--- src/rtl/control_sequencer_pkg.sv ---
// Shared opcodes, ALU function codes, instruction classes, FSM state codes and the
// datapath control word driven by the Mini SRC control sequencer.
package control_pkg;

    localparam int unsigned OP_LD   = 0;
    localparam int unsigned OP_LDI  = 1;
    localparam int unsigned OP_ST   = 2;
    localparam int unsigned OP_ADD  = 3;
    localparam int unsigned OP_SUB  = 4;
    localparam int unsigned OP_AND  = 5;
    localparam int unsigned OP_OR   = 6;
    localparam int unsigned OP_SHR  = 7;
    localparam int unsigned OP_SHRA = 8;
    localparam int unsigned OP_SHL  = 9;
    localparam int unsigned OP_ROR  = 10;
    localparam int unsigned OP_ROL  = 11;
    localparam int unsigned OP_ADDI = 12;
    localparam int unsigned OP_ANDI = 13;
    localparam int unsigned OP_ORI  = 14;
    localparam int unsigned OP_MUL  = 15;
    localparam int unsigned OP_DIV  = 16;
    localparam int unsigned OP_NEG  = 17;
    localparam int unsigned OP_NOT  = 18;
    localparam int unsigned OP_BR   = 19;
    localparam int unsigned OP_JR   = 20;
    localparam int unsigned OP_JAL  = 21;
    localparam int unsigned OP_IN   = 22;
    localparam int unsigned OP_OUT  = 23;
    localparam int unsigned OP_MFHI = 24;
    localparam int unsigned OP_MFLO = 25;
    localparam int unsigned OP_NOP  = 26;
    localparam int unsigned OP_HALT = 27;

    typedef enum logic [3:0] {
        ALU_NONE = 4'd0,
        ALU_ADD  = 4'd1,
        ALU_SUB  = 4'd2,
        ALU_AND  = 4'd3,
        ALU_OR   = 4'd4,
        ALU_SHR  = 4'd5,
        ALU_SHRA = 4'd6,
        ALU_SHL  = 4'd7,
        ALU_ROR  = 4'd8,
        ALU_ROL  = 4'd9,
        ALU_MUL  = 4'd10,
        ALU_DIV  = 4'd11,
        ALU_NEG  = 4'd12,
        ALU_NOT  = 4'd13
    } alu_op_t;

    typedef enum logic [4:0] {
        CL_ALU, CL_IMM, CL_LD, CL_LDI, CL_ST, CL_MD, CL_UNARY, CL_BR, CL_JR,
        CL_JAL, CL_IN, CL_OUT, CL_MFHI, CL_MFLO, CL_NOP, CL_HALT, CL_ILL
    } instr_cls_t;

    typedef logic [3:0] state_t;

    localparam state_t S_INIT     = 4'd0;
    localparam state_t S_T0       = 4'd1;
    localparam state_t S_T1       = 4'd2;
    localparam state_t S_T2       = 4'd3;
    localparam state_t S_T3       = 4'd4;
    localparam state_t S_T4       = 4'd5;
    localparam state_t S_T5       = 4'd6;
    localparam state_t S_T6       = 4'd7;
    localparam state_t S_T7       = 4'd8;
    localparam state_t S_WAIT_MEM = 4'd9;
    localparam state_t S_WAIT_MD  = 4'd10;
    localparam state_t S_PAUSE    = 4'd11;
    localparam state_t S_HALT     = 4'd12;

    typedef struct packed {
        logic    rin;
        logic    hiin;
        logic    loin;
        logic    conin;
        logic    pcin;
        logic    irin;
        logic    yin;
        logic    zin;
        logic    marin;
        logic    mdrin;
        logic    outport_in;
        logic    rout;
        logic    baout;
        logic    cout;
        logic    pcout;
        logic    mdrout;
        logic    zhiout;
        logic    zloout;
        logic    hiout;
        logic    loout;
        logic    inport_out;
        logic    gra;
        logic    grb;
        logic    grc;
        logic    rlink;
        logic    incpc;
        logic    alu_start;
        logic    read;
        logic    write;
        alu_op_t alu_op;
    } ctrl_t;

endpackage

--- src/rtl/control_sequencer_if.sv ---
// Control word from the sequencer to the datapath plus the memory and mul/div
// completion handshakes coming back.
interface control_sequencer_if;
    import control_pkg::*;

    ctrl_t ctl;
    logic  mem_ready;
    logic  alu_done;

    modport master (output ctl, input mem_ready, input alu_done);
    modport slave (input ctl, output mem_ready, output alu_done);

endinterface

--- src/rtl/control_sequencer_decode.sv ---
// Combinational opcode decode: instruction class and ALU function for the execute phase.
module cs_decode
    import control_pkg::*;
#(
    parameter int unsigned OPC_W = 5
) (
    input  logic [OPC_W-1:0] i_opc,
    output instr_cls_t       o_cls,
    output alu_op_t          o_alu_op
);

    logic [31:0] w_opc;

    assign w_opc = 32'(i_opc);

    always_comb begin
        o_cls    = CL_ILL;
        o_alu_op = ALU_NONE;
        case (w_opc)
            OP_LD:   begin o_cls = CL_LD;    o_alu_op = ALU_ADD;  end
            OP_LDI:  begin o_cls = CL_LDI;   o_alu_op = ALU_ADD;  end
            OP_ST:   begin o_cls = CL_ST;    o_alu_op = ALU_ADD;  end
            OP_ADD:  begin o_cls = CL_ALU;   o_alu_op = ALU_ADD;  end
            OP_SUB:  begin o_cls = CL_ALU;   o_alu_op = ALU_SUB;  end
            OP_AND:  begin o_cls = CL_ALU;   o_alu_op = ALU_AND;  end
            OP_OR:   begin o_cls = CL_ALU;   o_alu_op = ALU_OR;   end
            OP_SHR:  begin o_cls = CL_ALU;   o_alu_op = ALU_SHR;  end
            OP_SHRA: begin o_cls = CL_ALU;   o_alu_op = ALU_SHRA; end
            OP_SHL:  begin o_cls = CL_ALU;   o_alu_op = ALU_SHL;  end
            OP_ROR:  begin o_cls = CL_ALU;   o_alu_op = ALU_ROR;  end
            OP_ROL:  begin o_cls = CL_ALU;   o_alu_op = ALU_ROL;  end
            OP_ADDI: begin o_cls = CL_IMM;   o_alu_op = ALU_ADD;  end
            OP_ANDI: begin o_cls = CL_IMM;   o_alu_op = ALU_AND;  end
            OP_ORI:  begin o_cls = CL_IMM;   o_alu_op = ALU_OR;   end
            OP_MUL:  begin o_cls = CL_MD;    o_alu_op = ALU_MUL;  end
            OP_DIV:  begin o_cls = CL_MD;    o_alu_op = ALU_DIV;  end
            OP_NEG:  begin o_cls = CL_UNARY; o_alu_op = ALU_NEG;  end
            OP_NOT:  begin o_cls = CL_UNARY; o_alu_op = ALU_NOT;  end
            OP_BR:   begin o_cls = CL_BR;    o_alu_op = ALU_ADD;  end
            OP_JR:   o_cls = CL_JR;
            OP_JAL:  o_cls = CL_JAL;
            OP_IN:   o_cls = CL_IN;
            OP_OUT:  o_cls = CL_OUT;
            OP_MFHI: o_cls = CL_MFHI;
            OP_MFLO: o_cls = CL_MFLO;
            OP_NOP:  o_cls = CL_NOP;
            OP_HALT: o_cls = CL_HALT;
            default: o_cls = CL_ILL;
        endcase
    end

endmodule

--- src/rtl/control_sequencer.sv ---
// Hardwired T-state control unit for the Mini SRC datapath with memory and mul/div
// stalls, pause/halt control and sticky illegal-opcode trapping.
module control_sequencer
    import control_pkg::*;
#(
    parameter int unsigned DATA_W     = 32,
    parameter int unsigned OPC_W      = 5,
    parameter int unsigned MEM_HS     = 1,
    parameter int unsigned MULDIV_HS  = 1,
    parameter int unsigned MULDIV_CYC = 32
) (
    input  logic                i_clk,
    input  logic                i_reset,
    input  logic                i_stop,
    input  logic                i_con_ff,
    input  logic [DATA_W-1:0]   i_ir,
    control_sequencer_if.master bus,
    output logic                o_run,
    output logic                o_clear,
    output logic                o_illegal
);

    state_t     r_state;
    state_t     r_mem_state;
    state_t     w_next;
    state_t     w_eff;
    state_t     w_bnd;
    instr_cls_t r_cls;
    instr_cls_t w_dec_cls;
    alu_op_t    r_alu;
    alu_op_t    w_dec_alu;
    logic [31:0] r_md_cnt;
    logic       r_illegal;
    logic       w_mem_ok;
    logic       w_md_done;
    logic       w_unused_ir;
    ctrl_t      w_ctl;

    cs_decode #(
        .OPC_W (OPC_W)
    ) u_decode (
        .i_opc    (i_ir[DATA_W-1 -: OPC_W]),
        .o_cls    (w_dec_cls),
        .o_alu_op (w_dec_alu)
    );

    assign w_unused_ir = ^i_ir[DATA_W-OPC_W-1:0];

    assign w_mem_ok  = (MEM_HS == 0) || bus.mem_ready;
    assign w_md_done = (MULDIV_HS != 0) ? bus.alu_done : (r_md_cnt == MULDIV_CYC - 1);

    // A memory stall reuses the stalled T-state for both next-state and strobe decode.
    assign w_eff = (r_state == S_WAIT_MEM) ? r_mem_state : r_state;
    assign w_bnd = i_stop ? S_PAUSE : S_T0;

    always_comb begin
        w_next = r_state;
        case (w_eff)
            S_INIT: w_next = S_T0;
            S_T0:   w_next = S_T1;
            S_T1:   w_next = w_mem_ok ? S_T2 : S_WAIT_MEM;
            S_T2: begin
                case (w_dec_cls)
                    CL_NOP, CL_ILL: w_next = w_bnd;
                    CL_HALT:        w_next = S_HALT;
                    default:        w_next = S_T3;
                endcase
            end
            S_T3: begin
                case (r_cls)
                    CL_JR, CL_IN, CL_OUT, CL_MFHI, CL_MFLO: w_next = w_bnd;
                    default:                                w_next = S_T4;
                endcase
            end
            S_T4: begin
                case (r_cls)
                    CL_UNARY, CL_JAL: w_next = w_bnd;
                    CL_MD: w_next = ((MULDIV_HS != 0) && bus.alu_done) ? S_T5 : S_WAIT_MD;
                    default:          w_next = S_T5;
                endcase
            end
            S_T5: begin
                case (r_cls)
                    CL_ALU, CL_IMM, CL_LDI: w_next = w_bnd;
                    default:                w_next = S_T6;
                endcase
            end
            S_T6: begin
                case (r_cls)
                    CL_LD:   w_next = w_mem_ok ? S_T7 : S_WAIT_MEM;
                    CL_ST:   w_next = S_T7;
                    default: w_next = w_bnd;
                endcase
            end
            S_T7: begin
                if (r_cls == CL_ST) begin
                    w_next = w_mem_ok ? w_bnd : S_WAIT_MEM;
                end else begin
                    w_next = w_bnd;
                end
            end
            S_WAIT_MD: if (w_md_done) w_next = S_T5;
            S_PAUSE:   if (!i_stop) w_next = S_T0;
            S_HALT:    w_next = S_HALT;
            default:   w_next = S_INIT;
        endcase
    end

    always_ff @(posedge i_clk or posedge i_reset) begin
        if (i_reset) begin
            r_state     <= S_INIT;
            r_mem_state <= S_T1;
            r_cls       <= CL_NOP;
            r_alu       <= ALU_NONE;
            r_md_cnt    <= '0;
            r_illegal   <= 1'b0;
        end else begin
            r_state <= w_next;
            if (r_state != S_WAIT_MEM) begin
                r_mem_state <= r_state;
            end
            if (w_eff == S_T2) begin
                r_cls <= w_dec_cls;
                r_alu <= w_dec_alu;
                if (w_dec_cls == CL_ILL) begin
                    r_illegal <= 1'b1;
                end
            end
            if (r_state == S_WAIT_MD) begin
                r_md_cnt <= r_md_cnt + 32'd1;
            end else begin
                r_md_cnt <= '0;
            end
        end
    end

    always_comb begin
        w_ctl = '0;
        case (w_eff)
            S_T0: begin
                w_ctl.pcout = 1'b1; w_ctl.marin = 1'b1; w_ctl.incpc = 1'b1; w_ctl.zin = 1'b1;
            end
            S_T1: begin
                w_ctl.zloout = 1'b1; w_ctl.pcin = 1'b1; w_ctl.read = 1'b1; w_ctl.mdrin = 1'b1;
            end
            S_T2: begin
                w_ctl.mdrout = 1'b1; w_ctl.irin = 1'b1;
            end
            S_T3: begin
                case (r_cls)
                    CL_ALU, CL_IMM: begin
                        w_ctl.grb = 1'b1; w_ctl.rout = 1'b1; w_ctl.yin = 1'b1;
                    end
                    CL_LD, CL_LDI, CL_ST: begin
                        w_ctl.grb = 1'b1; w_ctl.baout = 1'b1; w_ctl.yin = 1'b1;
                    end
                    CL_MD: begin
                        w_ctl.gra = 1'b1; w_ctl.rout = 1'b1; w_ctl.yin = 1'b1;
                    end
                    CL_UNARY: begin
                        w_ctl.grb = 1'b1; w_ctl.rout = 1'b1; w_ctl.alu_op = r_alu;
                        w_ctl.zin = 1'b1;
                    end
                    CL_BR: begin
                        w_ctl.gra = 1'b1; w_ctl.rout = 1'b1; w_ctl.conin = 1'b1;
                    end
                    CL_JR: begin
                        w_ctl.gra = 1'b1; w_ctl.rout = 1'b1; w_ctl.pcin = 1'b1;
                    end
                    CL_JAL: begin
                        w_ctl.pcout = 1'b1; w_ctl.rlink = 1'b1; w_ctl.rin = 1'b1;
                    end
                    CL_IN: begin
                        w_ctl.inport_out = 1'b1; w_ctl.gra = 1'b1; w_ctl.rin = 1'b1;
                    end
                    CL_OUT: begin
                        w_ctl.gra = 1'b1; w_ctl.rout = 1'b1; w_ctl.outport_in = 1'b1;
                    end
                    CL_MFHI: begin
                        w_ctl.hiout = 1'b1; w_ctl.gra = 1'b1; w_ctl.rin = 1'b1;
                    end
                    CL_MFLO: begin
                        w_ctl.loout = 1'b1; w_ctl.gra = 1'b1; w_ctl.rin = 1'b1;
                    end
                    default: ;
                endcase
            end
            S_T4: begin
                case (r_cls)
                    CL_ALU: begin
                        w_ctl.grc = 1'b1; w_ctl.rout = 1'b1; w_ctl.alu_op = r_alu;
                        w_ctl.zin = 1'b1;
                    end
                    CL_IMM, CL_LD, CL_LDI, CL_ST: begin
                        w_ctl.cout = 1'b1; w_ctl.alu_op = r_alu; w_ctl.zin = 1'b1;
                    end
                    CL_MD: begin
                        w_ctl.grb = 1'b1; w_ctl.rout = 1'b1; w_ctl.alu_op = r_alu;
                        w_ctl.zin = 1'b1; w_ctl.alu_start = 1'b1;
                    end
                    CL_UNARY: begin
                        w_ctl.zloout = 1'b1; w_ctl.gra = 1'b1; w_ctl.rin = 1'b1;
                    end
                    CL_BR: begin
                        w_ctl.pcout = 1'b1; w_ctl.yin = 1'b1;
                    end
                    CL_JAL: begin
                        w_ctl.gra = 1'b1; w_ctl.rout = 1'b1; w_ctl.pcin = 1'b1;
                    end
                    default: ;
                endcase
            end
            S_T5: begin
                case (r_cls)
                    CL_ALU, CL_IMM, CL_LDI: begin
                        w_ctl.zloout = 1'b1; w_ctl.gra = 1'b1; w_ctl.rin = 1'b1;
                    end
                    CL_LD, CL_ST: begin
                        w_ctl.zloout = 1'b1; w_ctl.marin = 1'b1;
                    end
                    CL_MD: begin
                        w_ctl.zloout = 1'b1; w_ctl.loin = 1'b1;
                    end
                    CL_BR: begin
                        w_ctl.cout = 1'b1; w_ctl.alu_op = r_alu; w_ctl.zin = 1'b1;
                    end
                    default: ;
                endcase
            end
            S_T6: begin
                case (r_cls)
                    CL_LD: begin
                        w_ctl.read = 1'b1; w_ctl.mdrin = 1'b1;
                    end
                    CL_ST: begin
                        w_ctl.gra = 1'b1; w_ctl.rout = 1'b1; w_ctl.mdrin = 1'b1;
                    end
                    CL_MD: begin
                        w_ctl.zhiout = 1'b1; w_ctl.hiin = 1'b1;
                    end
                    CL_BR: begin
                        w_ctl.zloout = 1'b1; w_ctl.pcin = i_con_ff;
                    end
                    default: ;
                endcase
            end
            S_T7: begin
                case (r_cls)
                    CL_LD: begin
                        w_ctl.mdrout = 1'b1; w_ctl.gra = 1'b1; w_ctl.rin = 1'b1;
                    end
                    CL_ST:   w_ctl.write = 1'b1;
                    default: ;
                endcase
            end
            S_WAIT_MD: w_ctl.alu_op = r_alu;
            default: ;
        endcase
    end

    assign bus.ctl   = w_ctl;
    assign o_run     = (r_state != S_PAUSE) && (r_state != S_HALT);
    assign o_clear   = (r_state == S_INIT) && !i_reset;
    assign o_illegal = r_illegal;

endmodule

--- src/flat_wrapper.sv ---
// flat-port wrapper written by rule: the top's interface ports become plain ports
module control_sequencer_flat import control_pkg::*;
#(
    parameter int unsigned DATA_W     = 32,
    parameter int unsigned OPC_W      = 5,
    parameter int unsigned MEM_HS     = 1,
    parameter int unsigned MULDIV_HS  = 1,
    parameter int unsigned MULDIV_CYC = 32
)
  (i_clk, i_reset, i_stop, i_con_ff, i_ir, o_run, o_clear, o_illegal, bus_ctl, bus_mem_ready, bus_alu_done);
  control_sequencer_if bus_i ();
  input  logic i_clk;
  input  logic i_reset;
  input  logic i_stop;
  input  logic i_con_ff;
  input  logic [DATA_W-1:0] i_ir;
  output logic o_run;
  output logic o_clear;
  output logic o_illegal;
  output wire logic [$bits(bus_i.ctl)-1:0] bus_ctl;
  input wire logic [$bits(bus_i.mem_ready)-1:0] bus_mem_ready;
  input wire logic [$bits(bus_i.alu_done)-1:0] bus_alu_done;
  assign bus_ctl = bus_i.ctl;
  assign bus_i.mem_ready = bus_mem_ready;
  assign bus_i.alu_done = bus_alu_done;
  control_sequencer #(.DATA_W(DATA_W), .OPC_W(OPC_W), .MEM_HS(MEM_HS), .MULDIV_HS(MULDIV_HS), .MULDIV_CYC(MULDIV_CYC)) u_core (.i_clk(i_clk), .i_reset(i_reset), .i_stop(i_stop), .i_con_ff(i_con_ff), .i_ir(i_ir), .bus(bus_i), .o_run(o_run), .o_clear(o_clear), .o_illegal(o_illegal));
endmodule
--- config.mk ---
export PLATFORM = sky130hd
export DESIGN_NAME = control_sequencer_flat
export DESIGN_NICKNAME = d
export VERILOG_FILES = /design/src/rtl/control_sequencer_pkg.sv /design/src/rtl/control_sequencer_if.sv /design/src/rtl/control_sequencer_decode.sv /design/src/rtl/control_sequencer.sv /design/src/flat_wrapper.sv
export SDC_FILE = /design/constraint.sdc
export NUM_CORES = 1
export LEC_CHECK = 0
export BUFFER_PORTS_ARGS = -buffer_cell sky130_fd_sc_hd__buf_2
export CAP_MARGIN = 10
export CORE_UTILIZATION = 30
export DETAILED_ROUTE_END_ITERATION = 8
export GPL_ROUTABILITY_DRIVEN = 0
export HOLD_SLACK_MARGIN = 0.06
export PLACE_DENSITY_LB_ADDON = 0.08
export SLEW_MARGIN = 40
export SYNTH_ARGS = -nofsm -noshare
export SYNTH_HDL_FRONTEND = slang
export SYNTH_SLANG_ARGS = --single-unit
export TNS_END_PERCENT = 1
--- constraint.sdc ---
create_clock -name i_clk -period 5.3 [get_ports i_clk]
set_clock_uncertainty 0.1 [all_clocks]
set_input_delay 0.265 -clock i_clk [delete_from_list [all_inputs] [get_ports i_clk]]
set_output_delay 0.265 -clock i_clk [all_outputs]
set_load 0.02 [all_outputs]
==> results of run 1 <==
-- worst max-delay path by stage --
| stage | startpoint | endpoint | slack (ns) |
|---|---|---|---|
| finish | u_core.r_state[3] | bus_ctl[28] | 2.15 |
| global route | u_core.r_state[3] | bus_ctl[28] | 1.94 |
| CTS | u_core.r_state[3] | bus_ctl[28] | 2.16 |
| detailed placement | u_core.r_state[0] | bus_ctl[2] | 2.46 |
| global placement | u_core.r_state[3] | bus_ctl[28] | 2.34 |
| floorplan | u_core.r_state[2] | bus_ctl[28] | 2.76 |
-- area by class of cell --
| cell class | count | share of cell area, % |
|---|---|---|
| multi-input cells | 247 | 62.5 |
| flip-flops and latches | 18 | 18.6 |
| repair buffers | 48 | 10.0 |
| well taps | 96 | 4.91 |
| clock buffers | 4 | 2.25 |
| inverters | 11 | 1.69 |
-- cells in the mapped netlist, drive strengths merged, types with 4 or more instances --
cell / instances / area share (%)
a211oi: 4 / 1.4
a21o: 8 / 2.8
a21oi: 15 / 3.6
a31oi: 4 / 1.2
and2: 6 / 1.7
buf: 12 / 3.2
clkbuf: 18 / 3.2
dfrtp: 14 / 16
dfstp: 4 / 4.9
inv: 11 / 1.9
nand2: 34 / 6.0
nand2b: 11 / 3.2
nand3: 12 / 2.8
nand3b: 4 / 1.4
nor2: 27 / 4.7
nor2b: 10 / 2.9
nor3: 13 / 3.5
o211ai: 5 / 1.7
o21a: 4 / 1.4
o21ai: 22 / 5.1
-- through the flow --
stage / setup slack [ns] / power (mW)
finish: 2.15 / 1.28
global route: 1.94 / 1.39
CTS: 2.16 / 1.27
detailed placement: 2.46 / 1.15
global placement: 2.34 / 1.17
floorplan: 2.76 / 0.949
-- cells in the final DEF (no fill, tap or decap), types with 10 or more instances in the layout --
cell      Yosys  layout
nor2_1       27      27
nand2_1      33      33
o21ai_0      21      21
buf_2         7      46
a21oi_1      14      14
nand3_1      12      12
nor2b_1      10      10
dfrtp_1      14      14
nand2b_1     11      11
nor3_1       11      11
inv_1        10      10
-- registers in the layout, indices dropped and copies added (netlist names) --
| name | flops |
|---|---|
| u_core.o_illegal | 1 |
| u_core.r_state | 4 |
| u_core.r_mem_state | 4 |
| u_core.r_alu | 4 |
| u_core.r_cls | 5 |
-- timing repair --
action | 4_1_cts | 5_1_grt
endpoints found under the hold margin | 14 | 0
hold buffers | 1 | 0
setup endpoints to repair | 0 | 0
-- power groups by stage --
stage,clock [mW],combinational (mW),sequential (mW)
after detailed placement,0,0.787,0.365
after floorplan,0,0.708,0.241
after global routing,0.122,0.881,0.384
after CTS,0.114,0.792,0.362
after global placement,0,0.798,0.369
final,0.111,0.799,0.366
-- per-layer routing --
layer	global-route usage [%]	vias to the layer above
met5	0	-
met4	6.67	0
met3	1.52	10
met2	27.3	85
met1	27.3	1147
li1	-	1170
-- tightest hold or removal path: stages --
cell	delay (ns)
buf_2	0.19
nand3_1	0.11
nand2_1	0.05
-- cells by family after synthesis --
group | Yosys count
and+or+nand+nor | 140
DFF | 18
AOI/OAI and AO/OA | 100
xor gates and xnor gates | 4
muxes | 3
buffers and inverters | 41
==> metrics, run 1 <==
drt drc=0; total track usage=18.3%; clock sink total=18; Core Rows=30; start of the worst register-to-register path=u_core.r_state[0]; first-pass GRT wire length=11,000 um; Hold Crit Endpoint=u_core.r_cls[3]; CP bufs+invs=2; Max-Cap Viols=0; critical path data required time=between 4 and 5 ns; Worst Setup End Kind=primary output; Synth Area in Simple Gates=between 30% and 40%; FF+latch area=455 um^2; Seq/Total Area, Yosys=21.0%; switching share of power=55.8%; clk_lat worst skew=0.25 ns; Hold Path Depth=3; leakage power=1.06 nW; RSZ-0062 raised after global routing=no; post-placement cell count=418; run status=finished, final reports clean; post-synthesis adder-cell area fraction=0%; Detail Route met3 WL=310 um; largest net degree at the start of global routing=23; hold_ws=0.275 ns; crit-path max cell delay=0.61 ns; Gate Count Post-Synth=306; Async S/R FF share, synth=100%; Final Critical Period=around 3.2 ns; Synth cell types=70; CP max stage cell=dfrtp_1; Worst Path Max Fanout=14; min-delay worst type=input pin to flop; Initial Util=31.5%; Synth Register Bits=18; PwrDens=521 nW/um^2; number of vias per cell=5.69; Max Root-Sink Buffers=2; DR WL/cell=15.9 um; worst-path cell chain=nor3b_1 -> a32oi_1 -> clkbuf_2 -> nor2_1 -> a21oi_1 -> o311ai_0 -> buf_2; initial antenna violation count=0; sequential group share of total power=28.7%; M1 WL=3360 um; die height=~87 um; worst reg2reg endpoint=u_core.r_alu[3]; post-CTS resize count=0; Ys Warns=0; drt first pass iters=4; post-synthesis mux area share=between 1 and 1.5%; CTS root buf=clkbuf_8; fin util=35.6%; WP data arrival=2.79 ns; Mean Syn Cell Area=roughly 7.1 um^2; boundary pin count=74; Crit path max-delay family=compound AO/OA/AOI/OAI gates; via count=roughly 2.4k; FMAX=0.317 GHz; DPL Wire Length=5060 um; main combinational cell family by area after synthesis=simple AND/OR/NAND/NOR gates; Net Sw Power=713 uW; Tightest Pin Transition=0.700 ns; CTS tree=built; Hold Fails Final Rpt=0; total core area=around 6900 um^2; Final ANT Viol Nets=0; final std cells w/o fill=424; Area Overhead vs Synth=13.1%; Max VDD drop=~0.00028 V; Max Used Layer=met4; Reg2Reg Depth=5; Multi-input gate area=1530 um^2; vias in the first global route=2,135; clock network fraction of design power=8.7%; Inserted Clock Buffers=3; die width=~87 um; Iter 0 DRT Violations=167; ys flop type=dfrtp_1; Post-Layout Inst Area=2450 um^2; Internal=563 uW; complex-gate fraction of the synthesized area=32.8%; GRT overflow=0; worst reg2reg setup slack=2.66 ns; layout cells sized above 1=20.4%; # port buffers=46; Die Area=7560 um^2; TNS Setup=0 ns; Rel. slew slack=between 50% and 60%; Final Max Slew Viols=0; met2 WL=2970 um; Tcrit/Tclk final=just under 60%; combinational share of power=a little over three fifths; Crit path depth=7; H-tree Lvls=1; Placed Area=2380 um^2; critical path class=flop to primary output; Synth Area in XOR/XNOR=approximately 1.6%; final-report setup violation count=0; final net count=367; Filler Cell Count=roughly 760; antenna fix cells=0; EDFF count, synth=0; startpoint types=flop; total wire length=6760 um; Synth Net Count=344; Hold Crit Start=i_ir[31]; Reg clk slew, reported paths=about 0.07 ns; Post-Syn Area=2170 um^2; Setup Fix Bufs, Post-CTS=0
No activity file was read; power rests on OpenSTA's default activity.
==> inputs of run 2 (changes only) <==
==> constraint.sdc (replaced) <==
create_clock -name i_clk -period 3.1 [get_ports i_clk]
set_clock_uncertainty 0.1 [all_clocks]
set_input_delay 0.155 -clock i_clk [delete_from_list [all_inputs] [get_ports i_clk]]
set_output_delay 0.155 -clock i_clk [all_outputs]
set_load 0.02 [all_outputs]
==> run 2 against run 1 <==
Net effect:
- via count up 1.6%
- die area unchanged
- clock power rose by 71%
- first-iteration DRC count grew 7.2%
- power grew 77%
- design area is 3.4% higher
- worst hold slack worse by 0.11 ns
- sequential cell count unchanged
- combinational power rose by 85%
- non-clock buffer count increased by 10
- sequential share of layout area down 0.61 points
- critical path type unchanged
- highest routed layer unchanged
- worst setup slack got worse by 1.8 ns
==> metrics, run 2 (synthesis gave the netlist of run 1 again) <==
Core Rows=30 (unchanged); Tcrit/Tclk final=89.5%; PwrDens=893 nW/um^2 (+71%); Hold Crit Start=i_ir[31]; total track usage=19.3% (+0.97 points); FMAX=0.360 GHz; Area Overhead vs Synth=16.9%; H-tree Lvls=1 (unchanged); Net Sw Power=1.24 mW (+73%); critical path class=flop to primary output; CTS root buf=clkbuf_8; commonest non-fill, non-tap cell in the layout=buf_2; Final Max Slew Viols=0 (unchanged); Max-Cap Viols=0 (unchanged); Placed Area=2460 um^2 (+3.5%); largest net degree at the start of global routing=23 (unchanged); total wire length=6870 um (+1.7%); WP data arrival=2.52 ns (-0.27 ns); GRT overflow=0 (unchanged); final std cells w/o fill=434 (+2.4%); Reg clk slew, reported paths=0.07 ns (about the same); final-report setup violation count=0 (unchanged); clock network fraction of design power=8.4% (-0.3 points); Max VDD drop=0.000299 V (+6.3%); Die Area=7560 um^2 (unchanged); clk_lat worst skew=0.25 ns (about the same); Initial Util=31.5% (unchanged); Internal=1.03 mW (+82%); antenna fix cells=0 (unchanged); switching share of power=54.7% (-1.2 points); Hold Crit Endpoint=u_core.r_cls[3]; first-pass GRT wire length=11,500 um (+4.8%); run status=finished, final reports clean; Final ANT Viol Nets=0 (unchanged); post-placement cell count=429 (+2.6%); vias in the first global route=2,297 (+7.6%); total core area=6870 um^2 (unchanged); Hold Fails Final Rpt=0 (unchanged); CTS tree=built; Rel. slew slack=51.5% (-1.8 points); RSZ-0062 raised after global routing=no; DR WL/cell=15.8 um (-0.68%); critical path data required time=2.84 ns (-2.09 ns); clock sink total=18 (unchanged); die width=87.0 um (unchanged); worst reg2reg endpoint=u_core.r_state[1]; Reg2Reg Depth=5 (unchanged); Final Critical Period=~2.8 ns; min-delay worst type=input pin to flop; combinational share of power=65.3% (+2.7 points); TNS Setup=0 ns (unchanged); worst reg2reg setup slack=0.76 ns (-1.90 ns); drt first pass iters=5 (+1); number of vias per cell=5.65 (-0.72%); Top reg by flops=u_core.r_cls; DPL Wire Length=5220 um (+3.2%); sequential group share of total power=26.3% (-2.4 points); leakage power=1.11 nW (+4.4%); commonest cells after routing, fill and taps aside=buf_2, nand2_1, nor2_1; drt drc=0 (unchanged); final net count=377 (+2.7%); max reg flops=5 (unchanged); Inserted Clock Buffers=3 (unchanged); boundary pin count=74 (unchanged); startpoint types=flop; Post-Layout Inst Area=2530 um^2 (+3.4%); layout cells sized above 1=23.1% (+2.7 points); via count=2,451 (+1.6%); # port buffers=46 (unchanged); fin util=36.8% (+1.2 points); Iter 0 DRT Violations=179 (+7.2%); initial antenna violation count=0 (unchanged); Hold Path Depth=3 (unchanged); Max Root-Sink Buffers=2 (unchanged); Worst Setup End Kind=primary output; start of the worst register-to-register path=u_core.r_state[1]; die height=87.0 um (unchanged); Worst Path Max Fanout=9 (-5); Tightest Pin Transition=0.728 ns (+0.0276 ns)
run 2: how the worst max path moves through the flow:
stage / startpoint / to
2_1_floorplan: u_core.r_state[2] / bus_ctl[28]
3_3_place_gp: u_core.r_state[3] / bus_ctl[18]
3_5_place_dp: u_core.r_state[1] / bus_ctl[28]
4_1_cts: u_core.r_state[1] / bus_ctl[28]
5_1_grt: u_core.r_state[1] / bus_ctl[28]
6_report: u_core.r_state[3] / bus_ctl[18]
run 2: area by class of cell:
| class | count | area (um^2) |
|---|---|---|
| inverter | 11 | 41.3 |
| sequential | 18 | 455 |
| tap | 96 | 120 |
| fill | 772 | 4340 |
| timing repair buffer | 58 | 323 |
| multi-input combinational | 247 | 1540 |
| clock buffer | 4 | 55.1 |
run 2: through the flow:
| stage | hold slack, ns | setup WS (ns) | power [mW] |
|---|---|---|---|
| 6_report | 0.163 | 0.325 | 2.26 |
| 4_1_cts | 0.165 | 0.279 | 2.25 |
| 3_3_place_gp | 0.219 | 0.553 | 2.08 |
| 2_1_floorplan | -0.00935 | 0.668 | 1.62 |
| 3_5_place_dp | 0.216 | 0.568 | 2.05 |
| 5_1_grt | 0.178 | 0.0868 | 2.47 |
run 2: critical path: stages (launching register included):
cell and delay, ns:
dfrtp_1 0.44, buf_4 0.19, or4b_1 0.49, a21oi_1 0.39, nand2_1 0.13, o32ai_1 0.31
a21o_1 0.15, buf_2 0.15
run 2: repair_timing:
| item | CTS | global route |
|---|---|---|
| buffers inserted | 0 | 0 |
| setup endpoints to repair | 0 | 1 |
| hold endpoints to repair | 14 | 0 |
| hold buffers | 1 | 0 |
| gates resized for setup | 0 | 1 |
run 2: power by group through the flow:
stage          logic, mW  registers [mW]  clock network (mW)
5_1_grt             1.63           0.634               0.209
6_report            1.48           0.596               0.190
3_3_place_gp        1.48           0.601                   0
4_1_cts             1.46           0.592               0.199
3_5_place_dp        1.46           0.598                   0
2_1_floorplan       1.21           0.413                   0
run 2: layer usage:
layer	share of wire (%)	vias up	GRT usage, %
met3	6.1	14	1.99
met2	45	119	28.5
met1	47	1125	28.1
met5	0	-	0
li1	-	1193	-
met4	1.8	0	8.48
==> inputs of run 3 (changes only) <==
--- a/config.mk
+++ b/config.mk
@@ -15,5 +15,6 @@
 export SLEW_MARGIN = 40
 export SYNTH_ARGS = -nofsm -noshare
 export SYNTH_HDL_FRONTEND = slang
+export SYNTH_HIERARCHICAL = 1
 export SYNTH_SLANG_ARGS = --single-unit
 export TNS_END_PERCENT = 1
==> run 3 against run 2 <==
Net effect:
- the flow now finishes with violations (design-rule violations)
- non-clock buffer count decreased by 2
- utilization grew 0.13 points
- via count decreased by 3.8%
- clock power grew 6%
- synthesized cell count down 2.9%
- synthesized area is 7.1% lower
- sequential share of layout area grew 1.2 points
- power down 6.1%
==> metrics, run 3 <==
run status=complete, but fails checks; failing checks=design-rule violations; Synth Register Bits=18 (unchanged); die width=83.9 um (-3.5%); commonest cells after routing, fill and taps aside=nand2_1, buf_2, nor2_1; leading area contributor after synthesis=dfrtp_1; GRT overflow=0 (unchanged); top-count cell post-synth=nand2_1; Post-Layout Inst Area=2370 um^2 (-6.2%); initial antenna violation count=0 (unchanged); number of vias per cell=5.68 (+0.65%); clk_lat worst skew=0.26 ns (about the same); die height=83.9 um (-3.5%); post-synthesis mux area share=1.62% (+0.17 points); max reg flops=5 (unchanged); largest net degree at the start of global routing=19 (-17%); Initial Util=31.3% (-0.20 points); Rel. slew slack=52.9% (+1.4 points); Top reg by flops=u_core/r_cls; Gate Count Post-Synth=297 (-2.9%); fin util=37.0% (+0.13 points); Area Overhead vs Synth=18.0%; Ys Warns=6 (+6); final-report setup violation count=0 (unchanged); Post-Syn Area=2010 um^2 (-7.1%); Max Root-Sink Buffers=2 (unchanged); Final Critical Period=2.98 ns (+0.203 ns); final std cells w/o fill=415 (-4.4%); Multi-input gate area=1390 um^2 (-9.4%); Synth cell types=60 (-14%); TNS Setup=0 ns (unchanged); Placed Area=2310 um^2 (-6.2%); DPL Wire Length=5260 um (+0.77%); boundary pin count=74 (unchanged); FF+latch area=457 um^2 (+0.27%); min-delay worst type=input pin to flop; WP data arrival=2.72 ns (+0.20 ns); Reg clk slew, reported paths=0.08 ns (about the same); CTS tree=built; post-synthesis adder-cell area fraction=0% (unchanged); Seq/Total Area, Yosys=22.6% (+1.6 points); Max VDD drop=0.000337 V (+13%); Mean Syn Cell Area=6.77 um^2 (-4.3%); # port buffers=46 (unchanged); Core Rows=29 (-3.3%); share of the synthesized area in the top cell type=17.4% (+1.2 points); clock sink total=18 (unchanged); ys flop type=dfrtp_1; Async S/R FF share, synth=100% (unchanged); main combinational cell family by area after synthesis=simple AND/OR/NAND/NOR gates; startpoint types=flop; Tot Pwr=2.12 mW (-6.1%); leakage power=1.08 nW (-2.5%); vias in the first global route=2,138 (-6.9%); PwrDens=894 nW/um^2 (about the same); Iter 0 DRT Violations=252 (+41%); critical path class=flop to primary output; Die Area=7040 um^2 (-6.9%); CTS root buf=clkbuf_8; Synth Area in XOR/XNOR=1.74% (+0.12 points); antenna fix cells=0 (unchanged); post-placement cell count=410 (-4.4%); layout cells sized above 1=23.1% (unchanged); Filler Cell Count=716 (-7.3%); total track usage=19.5% (+0.19 points); first-pass GRT wire length=11,000 um (-4.2%); total core area=6420 um^2 (-6.5%); via count=2,359 (-3.8%); final net count=377 (unchanged); Synth Area in Simple Gates=36.5% (+1.6 points); Final ANT Viol Nets=0 (unchanged); commonest non-fill, non-tap cell in the layout=nand2_1; H-tree Lvls=1 (unchanged); DR WL/cell=16.5 um (+4.2%); Tightest Pin Transition=0.702 ns (-0.0259 ns); Max-Cap Viols=0 (unchanged); Worst Setup End Kind=primary output; worst reg2reg setup slack=0.77 ns (about the same); Hold Fails Final Rpt=0 (unchanged); Tcrit/Tclk final=96.1% (+6.6 points); top cells by count, synth=nand2_1, nor2_1, o21ai_0; Synth Net Count=335 (-2.6%); total wire length=6840 um (-0.41%); complex-gate fraction of the synthesized area=29.3% (-3.5 points); Final Max Slew Viols=0 (unchanged); drt first pass iters=7 (+2); EDFF count, synth=0 (unchanged); drt drc=2 (+2); ranking of synthesized cells by area=dfrtp_1, nand2_1, o21ai_0; Inserted Clock Buffers=3 (unchanged); RSZ-0062 raised after global routing=no; FMAX=0.336 GHz (-6.8%); critical path data required time=2.84 ns (about the same); Worst Path Max Fanout=6 (-3)
## run 3: kinds of logic (layout without fill, tap and decap cells)
family / count (synthesis) / count (layout)
xor+xnor: 4 / 4
flops: 18 / 18
compound gates: 88 / 88
mux: 3 / 3
buf+inv: 37 / 78
simple gates: 147 / 147
## run 3: layout make-up
type                       count  area share [%]
tap                           77            4.06
inverter                      18            2.85
sequential                    18            19.2
clock buffer                   4            2.32
multi-input combinational    242            58.6
timing repair buffer          56            13.0
## run 3: timing repair
action | CTS | global route
buffers inserted | 0 | 0
endpoints found under the setup margin | 0 | 1
hold endpoints to repair | 14 | 0
hold buffers | 1 | 0
resized for setup | 0 | 1
## run 3: worst max-delay path: stages, from the launching register on
cell and delay [ns]:
dfrtp_1 0.44, or4b_4 0.58, a21oi_4 0.26, nand2_2 0.16, or3_4 0.43, or3_1 0.33, nand4_1 0.09, buf_2 0.16
## run 3: per-stage QoR
stage	hold slack (ns)	worst slack (ns)
global route	0.174	0.0424
CTS	0.143	0.0900
detailed placement	0.254	0.388
finish	0.141	0.122
global placement	0.240	0.375
floorplan	-0.00935	0.583
## run 3: metal layers
metal	routed length (um)	vias to the layer above	global-route usage, %
met2	3120	94	30.1
met4	59	0	3.76
met1	3220	1112	27.7
met5	0	-	0
li1	-	1145	-
met3	442	8	4.35
## run 3: final timing paths
kind | startpoint | to | cells after the start
hold / removal | i_stop | u_core/r_state[3] | 3
setup / recovery | u_core/r_mem_state[0] | bus_ctl[28] | 7
hold reg to reg | u_core/r_alu[0] | u_core/r_alu[0] | 2
setup reg to reg | u_core/r_state[3] | u_core/r_state[0] | 6
max in group asynchronous | i_reset | u_core/r_state[2] | 3
min in group asynchronous | i_reset | u_core/r_mem_state[0] | 3
## run 3: where the power goes
group	total (mW)	internal, mW	switching, mW
clock	0.202	0.113	0.0890
combinational	1.39	0.497	0.896
sequential	0.528	0.350	0.178
total	2.12	0.960	1.16
